## config.mk

```make
export PLATFORM = sky130hd
export DESIGN_NAME = ex_mem_skid_reg
export DESIGN_NICKNAME = d
export VERILOG_FILES = /design/src/rtl/ex_mem_skid_reg.sv
export SDC_FILE = /design/constraint.sdc
export NUM_CORES = 1
export LEC_CHECK = 0
export CORE_ASPECT_RATIO = 0.5
export CORE_MARGIN = 5
export CORE_UTILIZATION = 55
export CTS_BUF_LIST = sky130_fd_sc_hd__clkbuf_4 sky130_fd_sc_hd__clkbuf_8
export CTS_CLUSTER_DIAMETER = 60
export CTS_CLUSTER_SIZE = 8
export DETAILED_ROUTE_END_ITERATION = 6
export GPL_ROUTABILITY_DRIVEN = 0
export MAX_ROUTING_LAYER = met4
export PLACE_DENSITY = 0.86
export SLEW_MARGIN = 20
export SYNTH_ARGS = -nofsm -noshare
export SYNTH_HDL_FRONTEND = slang
export SYNTH_SLANG_ARGS = --single-unit
```

## constraint.sdc

```tcl
create_clock -name clk -period 25.8 [get_ports clk]
set_clock_uncertainty 0.2 [all_clocks]
set_input_delay 2.58 -clock clk [delete_from_list [all_inputs] [get_ports clk]]
set_output_delay 2.58 -clock clk [all_outputs]
set_load 0.02 [all_outputs]
```

## src/rtl/ex_mem_skid_reg.sv

```systemverilog
// ex_mem_skid_reg: EX->MEM two-entry skid register with Tnew decrement and flush.
// Define EX_MEM_OPERAND_REFRESH_EN to add writeback forwarding into buffered operands.
module ex_mem_skid_reg #(
  parameter int INSTR_W = 32,
  parameter int TNEW_W = 2,
  parameter int FLUSH_KEEP_SKID = 0
) (
  input  logic                clk,
  input  logic                reset,
  input  logic                flush,
  input  logic                in_valid,
  output logic                in_ready,
  input  logic [INSTR_W-1:0]  in_instr,
  input  logic [31:0]         in_reg1,
  input  logic [31:0]         in_reg2,
  input  logic [TNEW_W+36:0]  in_wd,
  output logic                out_valid,
  input  logic                out_ready,
  output logic [INSTR_W-1:0]  out_instr,
  output logic [31:0]         out_reg1,
  output logic [31:0]         out_reg2,
  output logic [TNEW_W+36:0]  out_wd
`ifdef EX_MEM_OPERAND_REFRESH_EN
  ,
  input  logic                wb_we,
  input  logic [4:0]          wb_addr,
  input  logic [31:0]         wb_data,
  input  logic [4:0]          in_rs,
  input  logic [4:0]          in_rt
`endif
);
  localparam int WD_W = TNEW_W + 37;
`ifdef EX_MEM_OPERAND_REFRESH_EN
  localparam int X = 10;
`else
  localparam int X = 0;
`endif
  localparam int R2 = X + WD_W;
  localparam int R1 = R2 + 32;
  localparam int IN = R1 + 32;
  localparam int BW = IN + INSTR_W;
  // bundle layout, msb first: instr, reg1, reg2, wd{addr,data,tnew}, [rs, rt]
  logic [BW-1:0] main_q, main_d, skid_q, skid_d, in_r, main_r, skid_r;
  logic m_q, m_d, s_q, s_d, rdy_q, rdy_d, acc;
  logic [TNEW_W-1:0] tnew;
  logic [4:0] addr;
`ifdef EX_MEM_OPERAND_REFRESH_EN
  function automatic logic [BW-1:0] fresh(input logic [BW-1:0] b, input logic we,
                                          input logic [4:0] a, input logic [31:0] d);
    fresh = b;
    if (we && a != 5'd0 && a == b[9:5]) fresh[R1 +: 32] = d;
    if (we && a != 5'd0 && a == b[4:0]) fresh[R2 +: 32] = d;
  endfunction
`endif
  always_comb begin
    addr = in_wd[WD_W-1 -: 5];
    tnew = (addr == 5'd0 || in_wd[TNEW_W-1:0] == '0) ? '0 : in_wd[TNEW_W-1:0] - 1'b1;
`ifdef EX_MEM_OPERAND_REFRESH_EN
    in_r = fresh({in_instr, in_reg1, in_reg2, in_wd[WD_W-1:TNEW_W], tnew, in_rs, in_rt},
                 wb_we, wb_addr, wb_data);
    main_r = fresh(main_q, wb_we, wb_addr, wb_data);
    skid_r = fresh(skid_q, wb_we, wb_addr, wb_data);
`else
    in_r = {in_instr, in_reg1, in_reg2, in_wd[WD_W-1:TNEW_W], tnew};
    main_r = main_q;
    skid_r = skid_q;
`endif
  end
  always_comb begin
    acc = in_valid && rdy_q;
    m_d = m_q;
    s_d = s_q;
    main_d = main_r;
    skid_d = skid_r;
    if (flush) begin
      m_d = FLUSH_KEEP_SKID != 0 && s_q;
      main_d = m_d ? skid_r : '0;
      s_d = 1'b0;
      skid_d = '0;
    end else if (!m_q || out_ready) begin
      m_d = s_q || acc;
      main_d = s_q ? skid_r : acc ? in_r : main_r;
      s_d = 1'b0;
    end else if (acc) begin
      s_d = 1'b1;
      skid_d = in_r;
    end
    rdy_d = !s_d;
  end
  always_ff @(posedge clk or posedge reset) begin
    if (reset) begin
      m_q <= 1'b0;
      s_q <= 1'b0;
      rdy_q <= 1'b1;
      main_q <= '0;
      skid_q <= '0;
    end else begin
      m_q <= m_d;
      s_q <= s_d;
      rdy_q <= rdy_d;
      main_q <= main_d;
      skid_q <= skid_d;
    end
  end
  assign in_ready = rdy_q;
  assign out_valid = m_q;
  assign out_instr = main_q[BW-1:IN];
  assign out_reg1 = main_q[R1 +: 32];
  assign out_reg2 = main_q[R2 +: 32];
  assign out_wd = m_q ? main_q[X +: WD_W] : '0;
endmodule
```

==> reports/metrics.yaml, run 1 <==
status: "complete, no violations"
root_buffer: "clkbuf_8"
grt_max_degree: 153
setup_ws_ps: 20730
layout_min_cycle_time_ps: 5070
ys_warn_count: 0
drt-total-wl_mm: 34.6
die_h_um: 117
r2r_slack_ps: 22700
grt_use_total_pct: 26.3
cts_max_path_buffers: 3
n_fill_cell: 1628
crit_required_ps: 23020
crit_chain: "buf_4, and2_1, clkdlybuf4s50_1"
row_count: 39
holdPathEnd: "skid_q[0]$_DFFE_PP0P_"
cts_made_buffers: 40
htree_levels: 2
path_buf_inv: 2
synthToLayoutAreaGrowth_pct: 21.4
maxCapViolCount: 0
multi_input_area_sq_mm: 0.00462
cts_tree: "done"
drv_slew: 0
cp_top_family: "buffers and inverters"
leakage_nw: 6.37
post-cts-setup-buffers: 0
drt_first_iter_violations: 947
setup_violations: 0
synth_edf_count: 0
fmax_mhz: 197
hp-class: "reg2reg"
drive_gt1_share_pct: 6.17
seq_area_sq_mm: 0.00684
initial_core_util_pct: 55.7
yosysSeqAreaShare_pct: 53.8
critPathMaxStageDelay_ps: 620
post_drt_wl_per_cell_um: 22.7
fin_nets: 1348
grt_pass1_vias: 9711
holdBufCountCts: 0
whs_path_depth: 1
grt_pass1_wl_mm: 55.1
power_w: 0.000942
slowest_stage: "clkdlybuf4s50_1"
endpoint_kind: "output port"
r2r-start: "out_valid$_DFFE_PP0P_"
worstSkewPairLatency_ps: 550
peakVddDrop_mv: 0.0338
period_share_pct: 19.6
max_slew_margin_pct: 24.6
cp.arrival_ps: 2290
synthFlopType: "dfrtp_1"
rsz0062_at_grt: "no"
cts_sinks: 273
grt-ovfl-total: 0
fin_util_pct: 67.7
criticalPathCategory: "reg2out"
cts.clk_slew.worst_paths_ps: 60
io_pins: 277
die-area_sq_mm: 0.0264
dp_hpwl_mm: 21.3
synth_cell_types: 26
tns_ps: 0
numPortBuffers: 276
synthArstFlopShare_pct: 100
dr.pass1.iters: 5
antenna_found_initial: 1
drc: 0
synthCells: 1079
vias: 9412
syn-cell-area_sq_mm: 0.0127
ff2ff_path_depth: 5
syn_area_per_cell_sq_um: 11.8
hold_violations: 0
pre_cts_ws_ps: 19480
tightestPinTransition_ps: 1130
synth_nets: 1220
core_sq_mm: 0.0228
dieWidth_um: 225
cts-resized-gates: 0
ys_ff_latch: 273
final_antenna_net_count: 0
hp-start: "skid_q[0]$_DFFE_PP0P_"
critPathMaxFanout: 37
powerDensity_mw_per_mm2: 61.1
worstReg2RegEnd: "skid_q[68]$_DFFE_PP0P_"
drt-vias-per-instance: 6.18
cp-start-kind: "flip-flop"
cells in the final DEF (no fill, tap or decap), types with 5 or more instances in the layout:
master / Yosys / final
a21oi_1: 135 / 135
clkbuf_4: 3 / 8
dfrtp_1: 272 / 271
buf_4: 108 / 10
and2_1: 39 / 39
a22o_1: 133 / 133
mux2i_1: 133 / 133
clkdlybuf4s50_1: 0 / 275
a211oi_1: 133 / 133
clkbuf_8: 0 / 40
inv_1: 6 / 5
per-layer routing:
metal | global-route usage (%) | up-vias | share of wire, %
li1 | - | 4171 | -
met1 | 35.6 | 4823 | 42
met2 | 40.7 | 341 | 49
met3 | 4.29 | 77 | 5.4
met4 | 9.16 | 0 | 3.5
met5 | - | - | 0
power breakdown:
group / total (W) / switching (W) / internal [W]
clock: 0.000314 / 0.000161 / 0.000153
sequential: 0.000467 / 0.0000155 / 0.000452
combinational: 0.000161 / 0.0000886 / 0.0000724
stage by stage:
step	hold slack (ps)	instances	cell area, sq um
global route	313	1524	15400
CTS	298	1522	15400
detailed placement	283	1471	14800
global placement	274	1469	14700
floorplan	256	1079	12700
finish	295	1524	15400
how the worst max path moves through the flow:
stage                     startpoint                      to  slack [ps]  depth (start not counted)
2_1_floorplan                  reset   main_q[0]$_DFFE_PP0P_       15500                          1
4_1_cts                    out_ready  skid_q[13]$_DFFE_PP0P_       20080                          5
3_5_place_dp               out_ready  skid_q[60]$_DFFE_PP0P_       19480                          5
6_report       out_valid$_DFFE_PP0P_              out_wd[38]       20730                          3
5_1_grt        out_valid$_DFFE_PP0P_              out_wd[36]       20610                          3
3_3_place_gp               out_ready  skid_q[58]$_DFFE_PP0P_       19610                          5
flip-flops by register name, indices dropped and copies added, names as in the netlist:
register	flops
s_q	1
main_q	135
out_valid	1
skid_q	135
in_ready	1
synthesized netlist by cell type, types with 3 or more instances:
cell type / instances / area, sq um
dfrtp_1: 272 / 6810
a21oi_1: 135 / 676
a211oi_1: 133 / 998
a22o_1: 133 / 1160
mux2i_1: 133 / 1330
buf_4: 108 / 811
buf_2: 54 / 270
and2_1: 39 / 244
clkbuf_1: 39 / 146
inv_1: 6 / 22.5
clkbuf_4: 3 / 22.5
nor2_1: 3 / 11.3
area by class of cell:
| cell class | instances | area share, % |
|---|---|---|
| Clock buffer | 48 | 3.96 |
| Clock inverter | 3 | 0.162 |
| Tap cell | 307 | 2.49 |
| Inverter | 6 | 0.227 |
| Sequential cell | 273 | 44.3 |
| Multi-Input combinational cell | 596 | 30.0 |
| Antenna cell | 1 | 0.0162 |
| Timing Repair Buffer | 290 | 18.8 |
cells by family (layout without fill, tap and decap cells):
| family | Yosys count | after routing | share of synthesized area, % |
|---|---|---|---|
| flip-flops | 273 | 273 | 53.8 |
| AO/OA/AOI/OAI | 410 | 410 | 23.0 |
| buffers and inverters | 210 | 347 | 10.0 |
| adder cells (fa/ha/maj) | 1 | 1 | 0.0985 |
| other | 0 | 1 | 0 |
| multiplexers | 133 | 133 | 10.5 |
| AND/OR/NAND/NOR | 52 | 52 | 2.59 |
(Power assumes the default switching activity.)
==> run 2: changes to the inputs <==
- CORE_UTILIZATION: 55 -> 48
- PLACE_DENSITY: 0.86 -> 0.79
- clock period: 25.8 -> 4.1 ns (I/O delays scaled with it)
==> run 2 against run 1 <==
Compared with the run above: combinational power increased to 6.3 times the previous value; worst hold slack worse by 140 ps; via count increased by 0.38%; critical path type unchanged.
==> reports/metrics.yaml, run 2 (same netlist as run 1, synthesis figures left out) <==
status: "complete, no violations"
crit_required_ps: 3490
post_drt_wl_per_cell_um: 22.2
drt-vias-per-instance: 6.00
synthToLayoutAreaGrowth_pct: 22.4
die_h_um: 125
dieWidth_um: 240
cts_max_path_buffers: 3
n_fill_cell: 2100
final_cell_mix: "275 x clkdlybuf4s50_1, 271 x dfrtp_1, 135 x a21oi_1"
critPathMaxFanout: 35
worstSkewPairLatency_ps: 530
cts_tree: "done"
root_buffer: "clkbuf_8"
cts_sinks: 273
drive_gt1_share_pct: 6.48
grt-ovfl-total: 0
drt_first_iter_violations: 786
io_pins: 277
cts-resized-gates: 0
fmax_mhz: 345
maxCapViolCount: 0
pre_cts_ws_ps: 1260
fin_nets: 1350
vias: 9448
setup_violations: 0
grt_pass1_wl_mm: 55.7
setup_ws_ps: 1200
period_share_pct: 70.7
cts.clk_slew.worst_paths_ps: 60
powerDensity_mw_per_mm2: 382
cp-start-kind: "flip-flop"
top_regs: "main_q: 135 flops, skid_q: 135 flops"
seq_area_sq_mm: 0.00684
final_antenna_net_count: 0
criticalPathCategory: "reg2out"
grt_use_total_pct: 23.3
hold_violations: 0
tightestPinTransition_ps: 948
layout_min_cycle_time_ps: 2900
numPortBuffers: 276
cts_made_buffers: 40
endpoint_kind: "output port"
row_count: 42
multi_input_area_sq_mm: 0.00462
drc: 0
die-area_sq_mm: 0.0300
rsz0062_at_grt: "no"
drt-total-wl_mm: 35.0
finish.instance_area_sq_mm: 0.0155
cp.arrival_ps: 2290
dpl_cell_area_sq_mm: 0.0149
fin_hold_ws_ps: 152
max_slew_margin_pct: 36.8
post-cts-setup-buffers: 0
drv_slew: 0
htree_levels: 2
holdBufCountCts: 0
leakage_nw: 6.40
grt_pass1_vias: 9968
peakVddDrop_mv: 0.171
dp_hpwl_mm: 21.5
grt_max_degree: 140
core_sq_mm: 0.0262
antenna_found_initial: 2
final_common_cell: "clkdlybuf4s50_1"
initial_core_util_pct: 48.4
dr.pass1.iters: 6
hp-class: "in2async"
[run 2: cell count changes in the layout (fill, tap and decap cells not counted)]
cell        delta
buf_12         +4
clkinvlp_4     +2
buf_8          -1
inv_6          -1
buf_6          -2
buf_4          +1
clkinv_8       -1
clkbuf_4       +1
clkbuf_8       +1
diode_2        +1
[run 2: path summary, 6_finish.rpt]
kind,startpoint,to,slack [ps],cells past startpoint
max,out_valid$_DFFE_PP0P_,out_wd[3],1200,3
min,reset,main_q[57]$_DFFE_PP0P_,150,2
max reg2reg,s_q$_DFF_PP0_,main_q[111]$_DFFE_PP0P_,1390,4
min reg2reg,skid_q[121]$_DFFE_PP0P_,skid_q[121]$_DFFE_PP0P_,300,1
max in group asynchronous,reset,skid_q[18]$_DFFE_PP0P_,2600,3
min in group clk,in_reg1[24],skid_q[95]$_DFFE_PP0P_,290,2
[run 2: cell type report]
type	instances	area share [%]
Clock buffer	50	4.07
Timing Repair Buffer	292	19.0
Antenna cell	2	0.0322
Multi-Input combinational cell	596	29.7
Inverter	6	0.169
Clock inverter	3	0.153
Tap cell	352	2.83
Sequential cell	273	44.0
[run 2: through the flow]
step	total power (W)	cells	util [%]	TNS, ps
2_1_floorplan	0.00361	1079	-	-32260
3_3_place_gp	0.00397	1519	56.7	0
3_5_place_dp	0.00400	1519	56.7	0
4_1_cts	0.00601	1572	59.2	0
5_1_grt	0.00621	1574	59.3	0
6_report	0.00594	1574	59.3	0
[run 2: power by group]
group | switching [W] | internal [W]
sequential | 0.0000934 | 0.00284
combinational | 0.000559 | 0.000459
clock | 0.000998 | 0.000989
total | 0.00165 | 0.00429
[run 2: critical path: stages (launching register included)]
cell             delay, ps
dfrtp_1                530
buf_4                  390
and2_1                 220
clkdlybuf4s50_1        610
[run 2: layer usage]
metal | wire length [um] | share of wire (%) | track usage (%)
met2 | 17200 | 49 | 36.6
met3 | 1790 | 5.1 | 4.40
met1 | 14300 | 41 | 29.4
met4 | 1750 | 5.0 | 11.1
met5 | 0 | 0 | -
==> run 3: changes to the inputs <==
- CORE_UTILIZATION: 48 -> 53
- PLACE_DENSITY: 0.79 -> 0.83
- clock period: 4.1 -> 2.95 ns (I/O delays scaled with it)
==> run 3 against run 2 <==
Compared with the run above: flip-flop and latch count stayed put; setup slack got worse by 900 ps; clock power is 38% higher; worst hold slack got worse by 87 ps; critical path depth is the same; clock-buffer cell count unchanged; utilization increased by 6.8 points; die area is 8.9% lower; critical endpoint is now out_wd[9].
==> reports/metrics.yaml, run 3 (same netlist as run 1, synthesis figures left out) <==
drt_first_iter_violations: 835
drive_gt1_share_pct: 7.54
peakVddDrop_mv: 0.211
die-area_sq_mm: 0.0273
vias: 9483
cts_max_path_buffers: 3
final_common_cell: "clkdlybuf4s50_1"
cts_tree: "done"
fin_nets: 1366
grt_use_total_pct: 25.7
drt-total-wl_mm: 34.7
top_regs: "main_q: 135 flops, skid_q: 135 flops"
holdPathEnd: "out_valid$_DFFE_PP0P_"
wl_met2_mm: 17.1
r2r_slack_ps: 680
wl_met1_mm: 14.7
grt_pass1_vias: 9905
powerDensity_mw_per_mm2: 527
cts_made_buffers: 40
antenna_found_initial: 5
hold_violations: 0
final_antenna_net_count: 0
grt-ovfl-total: 0
hp-start: "flush"
highest_layer: "met4"
final_cell_mix: "275 x clkdlybuf4s50_1, 271 x dfrtp_1, 135 x a21oi_1"
cts-resized-gates: 0
status: "complete, no violations"
leakage_nw: 6.50
holdBufCountCts: 0
io_pins: 277
critPathMaxFanout: 39
crit_required_ps: 2460
hp-class: "in2reg"
maxCapViolCount: 0
worstSkewPairLatency_ps: 540
synthToLayoutAreaGrowth_pct: 23.6
rsz0062_at_grt: "no"
htree_levels: 2
cts_sinks: 273
pre_cts_ws_ps: 682
grt_max_degree: 100
initial_core_util_pct: 53.4
setup_ws_ps: 297
r2r-start: "s_q$_DFF_PP0_"
row_count: 40
wl_met3_mm: 1.66
n_fill_cell: 1775
cts.clk_slew.worst_paths_ps: 60
whs_path_depth: 2
cp.arrival_ps: 2160
numPortBuffers: 276
period_share_pct: 89.9
grt_pass1_wl_mm: 55.6
drt-vias-per-instance: 6.10
dieWidth_um: 229
drc: 0
fmax_mhz: 377
core_sq_mm: 0.0238
dr.pass1.iters: 5
dp_hpwl_mm: 22.4
max_slew_margin_pct: 45.1
post_drt_wl_per_cell_um: 22.3
drv_slew: 0
ff2ff_path_depth: 3
die_h_um: 119
root_buffer: "clkbuf_8"
endpoint_kind: "output port"
layout_min_cycle_time_ps: 2650
criticalPathCategory: "reg2out"
tightestPinTransition_ps: 821
cp-start-kind: "flip-flop"
post-cts-setup-buffers: 0
setup_violations: 0
fin_hold_ws_ps: 65.3
worstReg2RegEnd: "main_q[34]$_DFFE_PP0P_"
-- run 3: cell types whose count changed in the layout (fill, tap and decap cells not counted) --
| cell | before | now |
|---|---|---|
| buf_4 | 11 | 20 |
| buf_12 | 6 | 13 |
| clkinvlp_4 | 3 | 1 |
| diode_2 | 2 | 5 |
-- run 3: critical path, cell delays in order (launching register included) --
cell             delay [ps]
dfrtp_1                 420
buf_4                   350
and2_1                  210
clkdlybuf4s50_1         620
-- run 3: how the worst max path moves through the flow --
stage / endpoint / cells after the start / slack, ps / startpoint
floorplan: main_q[0]$_DFFE_PP0P_ / 1 / -1150 / reset
global placement: skid_q[70]$_DFFE_PP0P_ / 5 / 780 / out_ready
detailed placement: main_q[34]$_DFFE_PP0P_ / 3 / 680 / s_q$_DFF_PP0_
CTS: out_wd[9] / 3 / 270 / out_valid$_DFFE_PP0P_
global route: out_wd[9] / 3 / 210 / out_valid$_DFFE_PP0P_
finish: out_wd[9] / 3 / 300 / out_valid$_DFFE_PP0P_
-- run 3: layout make-up --
type	count	area [sq um]	share of cell area (%)
Multi-Input combinational cell	596	4620	29.4
Tap cell	315	394	2.51
Clock buffer	50	632	4.03
Clock inverter	1	8.76	0.0558
Inverter	6	26.3	0.167
Timing Repair Buffer	308	3160	20.2
Sequential cell	273	6840	43.6
Antenna cell	5	12.5	0.0797
-- run 3: per-layer routing --
metal / global-route usage, % / up-vias
met5: - / -
met4: 10.9 / 0
met3: 4.24 / 86
met2: 40.2 / 344
met1: 33.6 / 4844
li1: - / 4209
-- run 3: metrics by stage --
step | std cells | power, W | instance area [sq um] | setup TNS, ps | util (%)
2_1_floorplan | 1079 | 0.00502 | 12700 | -313970 | -
6_report | 1554 | 0.00828 | 15700 | 0 | 66.0
4_1_cts | 1549 | 0.00834 | 15700 | 0 | 66.0
3_3_place_gp | 1498 | 0.00555 | 15000 | 0 | 63.3
5_1_grt | 1554 | 0.00865 | 15700 | 0 | 66.0
3_5_place_dp | 1498 | 0.00560 | 15000 | 0 | 63.3
-- run 3: report_power, final --
part           switching, W  internal [W]  leakage (nW)
logic              0.000781      0.000661          2.50
clock network       0.00138       0.00137         0.340
registers          0.000135       0.00395          3.67
total               0.00230       0.00598          6.50
